==> src/rtl/block_ram_rtl_pkg.sv <==
// Shared types and default widths for the block RAM request controller.
package block_ram_rtl_pkg;

  localparam int DEFAULT_DATA_WIDTH = 16;
  localparam int DEFAULT_ADDR_WIDTH = 8;

  typedef enum logic {
    WRITE = 1'b0,
    READ  = 1'b1
  } transaction_type;

  typedef enum logic [1:0] {
    IDLE    = 2'd0,
    ACCESS  = 2'd1,
    RD_WAIT = 2'd2,
    RESP    = 2'd3
  } state_t;

endpackage

==> src/rtl/block_ram_cmd_fifo.sv <==
// In-order request queue; DEPTH must be a power of two. A push while full is
// dropped even if a pop happens in the same cycle (no bypass).
module block_ram_cmd_fifo #(
  parameter int WIDTH = 25,
  parameter int DEPTH = 4
) (
  input  logic             clk,
  input  logic             rst,
  input  logic             push,
  input  logic [WIDTH-1:0] wdata,
  input  logic             pop,
  output logic [WIDTH-1:0] rdata,
  output logic             full,
  output logic             empty
);

  localparam int AW = $clog2(DEPTH);

  logic [WIDTH-1:0] mem [DEPTH];
  logic [AW:0]      wr_ptr;
  logic [AW:0]      rd_ptr;
  logic             do_push;
  logic             do_pop;

  // Extra pointer bit distinguishes full from empty when the indices match.
  assign empty   = (wr_ptr == rd_ptr);
  assign full    = (wr_ptr[AW] != rd_ptr[AW]) && (wr_ptr[AW-1:0] == rd_ptr[AW-1:0]);
  assign rdata   = mem[rd_ptr[AW-1:0]];
  assign do_push = push && !full;
  assign do_pop  = pop && !empty;

  always_ff @(posedge clk) begin
    if (rst) begin
      wr_ptr <= '0;
      rd_ptr <= '0;
    end else begin
      if (do_push) wr_ptr <= wr_ptr + (AW+1)'(1);
      if (do_pop)  rd_ptr <= rd_ptr + (AW+1)'(1);
    end
  end

  always_ff @(posedge clk) begin
    if (do_push) mem[wr_ptr[AW-1:0]] <= wdata;
  end

endmodule

==> src/rtl/block_ram_req_ctrl.sv <==
// Queues RAM read/write requests and sequences them onto a single RAM port.
// Define BLOCK_RAM_WR_ACK_EN to make every write return a response as well.
//
// state   | meaning
// IDLE    | RAM idle, waiting for a queued request
// ACCESS  | ram_* driven for one access (back-to-back writes stay here)
// RD_WAIT | RAM read data arriving, captured into the response
// RESP    | response held until rsp_ready
module block_ram_req_ctrl
  import block_ram_rtl_pkg::*;
#(
  parameter int DATA_WIDTH = DEFAULT_DATA_WIDTH,
  parameter int ADDR_WIDTH = DEFAULT_ADDR_WIDTH,
  parameter int FIFO_DEPTH = 4
) (
  input  logic                  clk,
  input  logic                  rst,
  input  logic                  req_valid,
  output logic                  req_ready,
  input  logic                  req_type,
  input  logic [ADDR_WIDTH-1:0] req_addr,
  input  logic [DATA_WIDTH-1:0] req_wdata,
  output logic                  ram_en,
  output logic                  ram_we,
  output logic [ADDR_WIDTH-1:0] ram_addr,
  output logic [DATA_WIDTH-1:0] ram_wdata,
  input  logic [DATA_WIDTH-1:0] ram_rdata,
  output logic                  rsp_valid,
  input  logic                  rsp_ready,
  output logic [DATA_WIDTH-1:0] rsp_rdata,
  output logic [ADDR_WIDTH-1:0] rsp_addr
);

`ifdef BLOCK_RAM_WR_ACK_EN
  localparam bit WR_ACK = 1'b1;
`else
  localparam bit WR_ACK = 1'b0;
`endif

  localparam int ENTRY_W = 1 + ADDR_WIDTH + DATA_WIDTH;

  state_t                state, state_nxt;
  logic                  fifo_full, fifo_empty, push, pop;
  logic [ENTRY_W-1:0]    head;
  transaction_type       head_type;
  logic [ADDR_WIDTH-1:0] head_addr;
  logic [DATA_WIDTH-1:0] head_wdata;

  logic                  ram_en_nxt, ram_we_nxt, rsp_valid_nxt;
  logic [ADDR_WIDTH-1:0] ram_addr_nxt, rsp_addr_nxt;
  logic [DATA_WIDTH-1:0] ram_wdata_nxt, rsp_rdata_nxt;

  assign req_ready  = !fifo_full && !rst;
  assign push       = req_valid && req_ready;
  assign head_type  = transaction_type'(head[ENTRY_W-1]);
  assign head_addr  = head[ADDR_WIDTH+DATA_WIDTH-1:DATA_WIDTH];
  assign head_wdata = head[DATA_WIDTH-1:0];

  block_ram_cmd_fifo #(
    .WIDTH(ENTRY_W),
    .DEPTH(FIFO_DEPTH)
  ) u_cmd_fifo (
    .clk  (clk),
    .rst  (rst),
    .push (push),
    .wdata({req_type, req_addr, req_wdata}),
    .pop  (pop),
    .rdata(head),
    .full (fifo_full),
    .empty(fifo_empty)
  );

  always_ff @(posedge clk) begin
    if (rst) begin
      state     <= IDLE;
      ram_en    <= 1'b0;
      ram_we    <= 1'b0;
      ram_addr  <= '0;
      ram_wdata <= '0;
      rsp_valid <= 1'b0;
      rsp_rdata <= '0;
      rsp_addr  <= '0;
    end else begin
      state     <= state_nxt;
      ram_en    <= ram_en_nxt;
      ram_we    <= ram_we_nxt;
      ram_addr  <= ram_addr_nxt;
      ram_wdata <= ram_wdata_nxt;
      rsp_valid <= rsp_valid_nxt;
      rsp_rdata <= rsp_rdata_nxt;
      rsp_addr  <= rsp_addr_nxt;
    end
  end

  // In ACCESS, ram_we tells whether the access in flight is a write.
  always_comb begin
    state_nxt = state;
    unique case (state)
      IDLE:    if (!fifo_empty) state_nxt = ACCESS;
      ACCESS: begin
        if (!ram_we)          state_nxt = RD_WAIT;
        else if (WR_ACK)      state_nxt = RESP;
        else if (fifo_empty)  state_nxt = IDLE;
      end
      RD_WAIT: state_nxt = RESP;
      RESP:    if (rsp_ready) state_nxt = IDLE;
      default: state_nxt = IDLE;
    endcase
  end

  always_comb begin
    pop           = 1'b0;
    ram_en_nxt    = ram_en;
    ram_we_nxt    = ram_we;
    ram_addr_nxt  = ram_addr;
    ram_wdata_nxt = ram_wdata;
    rsp_valid_nxt = rsp_valid;
    rsp_rdata_nxt = rsp_rdata;
    rsp_addr_nxt  = rsp_addr;
    unique case (state)
      IDLE, ACCESS: begin
        if (state == ACCESS && ram_we && WR_ACK) begin
          ram_en_nxt    = 1'b0;
          ram_we_nxt    = 1'b0;
          rsp_valid_nxt = 1'b1;
          rsp_addr_nxt  = ram_addr;
          rsp_rdata_nxt = '0;
        end else if (!fifo_empty && (state == IDLE || ram_we)) begin
          pop           = 1'b1;
          ram_en_nxt    = 1'b1;
          ram_we_nxt    = (head_type == WRITE);
          ram_addr_nxt  = head_addr;
          ram_wdata_nxt = (head_type == WRITE) ? head_wdata : '0;
        end else begin
          ram_en_nxt = 1'b0;
          ram_we_nxt = 1'b0;
        end
      end
      RD_WAIT: begin
        rsp_valid_nxt = 1'b1;
        rsp_rdata_nxt = ram_rdata;
        rsp_addr_nxt  = ram_addr;
      end
      RESP:    if (rsp_ready) rsp_valid_nxt = 1'b0;
      default: ;
    endcase
  end

endmodule

==> config.mk <==
export PLATFORM = sky130hd
export DESIGN_NAME = block_ram_req_ctrl
export DESIGN_NICKNAME = d
export VERILOG_FILES = /design/src/rtl/block_ram_rtl_pkg.sv /design/src/rtl/block_ram_cmd_fifo.sv /design/src/rtl/block_ram_req_ctrl.sv
export SDC_FILE = /design/constraint.sdc
export NUM_CORES = 1
export LEC_CHECK = 0
export CAP_MARGIN = 20
export CELL_PAD_IN_SITES_DETAIL_PLACEMENT = 1
export CELL_PAD_IN_SITES_GLOBAL_PLACEMENT = 2
export CORE_ASPECT_RATIO = 0.5
export CORE_MARGIN = 4
export CORE_UTILIZATION = 40
export DETAILED_ROUTE_END_ITERATION = 7
export PLACE_DENSITY = 0.93
export SYNTH_ARGS = -nofsm -noshare
export SYNTH_HDL_FRONTEND = slang
export SYNTH_SLANG_ARGS = --single-unit
==> constraint.sdc <==
create_clock -name clk -period 3.42 [get_ports clk]
set_input_delay 0.684 -clock clk [delete_from_list [all_inputs] [get_ports clk]]
set_output_delay 0.684 -clock clk [all_outputs]
set_load 0.005 [all_outputs]
After elaboration in Yosys (flattened, before gate mapping) --
Memories as Yosys holds them, arrays and structs flattened. A register that Yosys moved wholly into a read port is not among the register bits. Index checks and enable logic that the tools add are counted.
Word-level totals: register bits 59, RAM bits 100, logic and storage cells 54, memories 1
Memories:
- u_cmd_fifo.mem | depth 4, width 25, rd ports 1, clocked after memory_dff 1, write ports 1, RTL line block_ram_cmd_fifo.sv:19 | logic [WIDTH-1:0] mem [DEPTH];
Operators by class: $add $sub $neg 2, eq/ne operators 9, mux-type cells 15, bitwise operators 1, reductions and logical operators 16
Operators with widths (number):
- $mux 16 | 1
- $mux 2 | 6
- $pmux 2 s4 | 1
- $add 3x1->3 const B | 2
- $logic_and 1x1->1 | 6
- $mux 1 | 6
- $eq 2x2->1 const B | 2
- $ne 2x2->1 const B | 2
- $reduce_and 2->1 | 2
- $eq 3x3->1 | 1
- $logic_not 1->1 | 3
- $ne 3x3->1 const B | 1
- $reduce_and 3->1 | 1
- $eq 2x1->1 const B | 1
- $eq 2x2->1 | 1
- $logic_not 2->1 | 1
- $pmux 1 s2 | 1
- $reduce_bool 2->1 | 1
- $reduce_or 2->1 | 1
- $logic_or 1x1->1 | 1
- $ne 1x1->1 | 1
- $not 1->1 | 1

Longest topological paths before layout --
depth in word-level cells 8, mapped depth 6

By module --
Synthesis repeated with hierarchy kept, for this count alone.
Unflattened totals: cell total of the unflattened synthesis 442, area, all modules 6227.2 µm²
Modules (own cells, without submodules):
- block_ram_cmd_fifo | instances 1, cells an instance 199, area each 4177.8 µm²
- block_ram_req_ctrl | instances 1, cells an instance 243, area each 2049.5 µm²

Least setup slack after synthesis --
Ideal clock, no wire load.
path type input-to-reg, start point input port rst, end point memory u_cmd_fifo.mem[2][0] (enable), arrival time 2.010 ns, data required time 3.036 ns, path slack 1.026 ns, stages on the path 4, path buffers 2, path through clkbuf_1 > inv_1 > clkbuf_1 > and3_1
On the way: longest elaborated chain between the ends 6
Ends and longest elaborated chain:
- from (decl) | RTL line block_ram_req_ctrl.sv:17 | input logic rst,
- $logic_not 1->1 | RTL line block_ram_req_ctrl.sv:53 | assign req_ready = !fifo_full && !rst;
- $logic_and 1x1->1 | RTL line block_ram_req_ctrl.sv:53
- $logic_and 1x1->1 | RTL line block_ram_req_ctrl.sv:54 | assign push = req_valid && req_ready;
- $logic_and 1x1->1 | RTL line block_ram_cmd_fifo.sv:29 | assign do_push = push && !full;
- $mux 1 | RTL line block_ram_cmd_fifo.sv:43 | if (do_push) mem[wr_ptr[AW-1:0]] <= wdata;
- $mux 1 (implied by the code) | RTL line block_ram_cmd_fifo.sv:43
- to (decl) | RTL line block_ram_cmd_fifo.sv:19
No other way between the ends.

Worst setup path after layout --
start point register u_cmd_fifo.rd_ptr[2], end point output port req_ready
On the way: longest elaborated chain between the ends 4
Ends and longest elaborated chain:
- from (decl) | RTL line block_ram_cmd_fifo.sv:21 | logic [AW:0] rd_ptr;
- from (signal assigned) | RTL line block_ram_cmd_fifo.sv:38 | if (do_pop) rd_ptr <= rd_ptr + (AW+1)'(1);
- $ne 1x1->1 | RTL line block_ram_cmd_fifo.sv:27 | assign full = (wr_ptr[AW] != rd_ptr[AW]) && (wr_ptr[AW-1:0] == rd_ptr[AW-1:0]);
- $logic_and 1x1->1 | RTL line block_ram_cmd_fifo.sv:27
- $logic_not 1->1 | RTL line block_ram_req_ctrl.sv:53
- $logic_and 1x1->1 | RTL line block_ram_req_ctrl.sv:53
- to (decl) | RTL line block_ram_req_ctrl.sv:19 | output logic req_ready,
No other way between the ends.

==> impl_metrics.csv <==
group,metric,value,unit
cells_and_area,drive_gt1_share,10.9,%
synthesis,synth-seq-area-share,64.7,%
place,dp.cells,759,
synthesis,synthTopCellsByArea,"edfxtp_1, dfxtp_1, mux4_1",
drt,wl_per_cell,19.2,um
setup_path,crit_path_end,"req_ready",
drt,drt_iter0_drc,217,
synthesis,synth_area_leader_cell,"edfxtp_1",
setup_path,critPathMaxStageDelay,0.47,ns
grt,grt_overflow,0,
synthesis,yosys_warnings,0,
clocking,cts_buffer_depth,2,
drt,via_count,4115,
drt,first_pass_iters,4,
run_status,outcome,"completed",
setup_path,arrival,1.79,ns
synthesis,synth_seq_cells,161,
place,place_congestion,0.734,
cells_and_area,utilization,52.6,%
clocking,htree_levels,4,
floorplan,std_cell_rows,32,
clocking,path_clk_slew,0.07,ns
grt,grt_max_degree,55,
grt,grt_antenna_before_repair,0,
cells_and_area,multi_input_area,2090,um^2
synthesis,synth_compound_area_share,6.86,%
sta,min_period,2.48,ns
drt,ant_nets,0,
synthesis,syn_avg_cell_area,14.0,um^2
clocking,cts_setup_buffers,0,
sta,timing.final.crit_share,72.4,%
grt,grt_usage,16.7,%
setup_path,critPathKind,"reg2out",
setup_path,cp_slowest_cell,"clkdlybuf4s50_1",
floorplan,dieArea,18500,um^2
clocking,cts.sinks,161,
drt,routed_wl,15200,um
grt,grt_pass1_vias,4267,
setup_path,worst_ep_required_time,2.74,ns
synthesis,yosys.area_share.simple,11.5,%
cells_and_area,n_fill_cell,1579,
drt,via_per_inst,5.20,
min_path,worstHoldPathType,"reg2reg",
setup_path,r2r_slack,1.43,ns
setup_path,critPathMaxFanout,5,
place,place_hpwl,9850,um
sta,maxSlewViolCount,0,
sta,tightest_slew,0.932,ns
pwr,ir_drop,0.000382,V
synthesis,syn_nets,516,
cells_and_area,synthToLayoutAreaGrowth,26.6,%
floorplan,die_h,98.3,um
floorplan,dieWidth,189,um
synthesis,synth.distinct_cells,40,
synthesis,yosysTopAreaCellShare,46.0,%
clocking,cts_tree,"yes",
setup_path,timing.rr.start,"u_cmd_fifo.wr_ptr[1]",
grt,grt_pass1_wl,24200,um
drt,drcViolationCount,0,
cells_and_area,instances_no_fill,792,
flow_run,max_cap_violations,0,
synthesis,synthXorXnorAreaFrac,0.805,%
clocking,worstSkewPairLatency,0.42,ns
pwr,p_leak,0.00279,uW
synthesis,synthMuxAreaShare,11.8,%
sta,setup_violations,0,
floorplan,ioPinCount,97,
clocking,cts_resized,0,
floorplan,start_util,41.6,%
synthesis,synth_cells,466,
pwr,p_per_area,728,nW/um^2
clocking,root_buffer,"clkbuf_16",
setup_path,path_cells,"xor2_1 -> a31oi_1 -> clkdlybuf4s50_1",
sta,hold_violations,0,
sta,relSlewSlack,37.9,%
clocking,holdBufCountCts,0,
setup_path,r2r_end,"ram_addr[3]",
place,port_buffers,96,
setup_path,start_kind,"register",
sta,clock.fmax,0.404,GHz
cells_and_area,seq_area,4220,um^2
clocking,cts_buffers,17,
synthesis,synthAdderAreaFrac,0.959,%
synthesis,syn-cell-area,6530,um^2
sta,rsz0062_at_grt,"false",
sta,fin_tns_setup,0,ns
synthesis,synth_top_family_by_area,"multiplexers",
cells_and_area,nNetsFinal,608,
setup_path,critPathLaunch,"u_cmd_fifo.rd_ptr[2]",
setup_path,setup.worst_path.end_class,"output pin",
floorplan,coreArea,15700,um^2
setup_path,ff2ff_path_depth,4,
cells_and_area,num_antenna_cells,0,
sta,clock_skew,0.0107,ns
[per-layer routing]
layer	vias to the layer above	share of wire [%]	GRT usage, %
met4	0	1.0	5.04
met1	2056	47	23.3
met5	-	0	0
li1	1957	-	-
met3	15	4.2	4.32
met2	87	48	26.1
[layout by cell type (no fill, tap or decap), drive strengths merged, types with 16 or more instances in the layout]
cell,instances
nor2b,21
nand2,72
mux4,25
o211ai,16
clkbuf,18
dfxtp,61
a21oi,26
edfxtp,100
o21ai,17
nand4,17
clkdlybuf4s50,95
[cells by family after synthesis]
logic type,Yosys count
AO/OA/AOI/OAI,70
XOR/XNOR,6
adder cells (fa/ha/maj),5
buffers and inverters,42
flip-flops,161
multiplexers,39
AND/OR/NAND/NOR,143
[worst min path at each step]
stage / cells after the start / endpoint / start / slack, ns
after floorplan: 2 / rsp_addr[0] / rsp_addr[0] / 0.45
after global placement: 2 / rsp_addr[6] / rsp_addr[6] / 0.44
after detailed placement: 2 / rsp_rdata[15] / rsp_rdata[15] / 0.45
after CTS: 2 / rsp_rdata[7] / rsp_rdata[7] / 0.46
after global routing: 2 / rsp_rdata[15] / rsp_rdata[15] / 0.47
final: 2 / rsp_rdata[10] / rsp_rdata[10] / 0.45
[synth_stat cells (all sizes together)]
master / count
a311o: 1
nand2: 72
mux2i: 10
clkbuf: 23
or4b: 15
a311oi: 1
nor2b: 21
o211ai: 16
a32o: 1
nand2b: 3
ha: 5
and3: 4
mux4: 25
a21oi: 26
mux2: 4
buf: 14
o21ai: 17
dfxtp: 61
a31oi: 2
or3: 1
a31o: 1
inv: 5
a22oi: 1
nor3: 1
a221oi: 1
xor2: 3
edfxtp: 100
nor2: 8
xnor2: 3
or4: 1
o311ai: 2
o31a: 1
nand4: 17
[power by group]
| group | switching (uW) | internal [uW] |
|---|---|---|
| logic | 830 | 838 |
| clock network | 856 | 983 |
| registers | 187 | 2320 |
| total | 1870 | 4140 |
[metrics by stage]
| stage | hold slack, ns | setup WS (ns) | total power (uW) | cell area [um^2] |
|---|---|---|---|---|
| finish | 0.452 | 0.944 | 6010 | 8260 |
| global route | 0.469 | 0.831 | 6330 | 8260 |
| detailed placement | 0.447 | 1.00 | 4200 | 7660 |
| global placement | 0.442 | 1.08 | 4160 | 7660 |
| CTS | 0.456 | 0.921 | 6070 | 8240 |
| floorplan | 0.453 | 1.03 | 3510 | 6530 |
[registers in the layout (all words and copies together), names as in the netlist, named ones only]
name,flops
ram_addr,8
ram_en,1
ram_wdata,16
ram_we,1
rsp_addr,8
rsp_rdata,16
rsp_valid,1
state,1
u_cmd_fifo.mem,100
u_cmd_fifo.rd_ptr,3
u_cmd_fifo.wr_ptr,3
[final cells by class]
class | count | share of cell area [%]
flip-flops and latches | 161 | 51.2
clock inverters | 14 | 1.85
clock buffers | 18 | 5.20
repair buffers | 110 | 12.9
multi-input cells | 263 | 25.3
inverters | 5 | 0.227
well taps | 221 | 3.35
[worst max-delay path: cells and delay by family, from the launching register on]
kind                   cells  cell delay [ns]
XOR/XNOR                   1             0.35
buffers and inverters      1             0.47
AO/OA/AOI/OAI              1             0.14
flip-flops                 1             0.42
No activity file was read; power rests on OpenSTA's default activity.
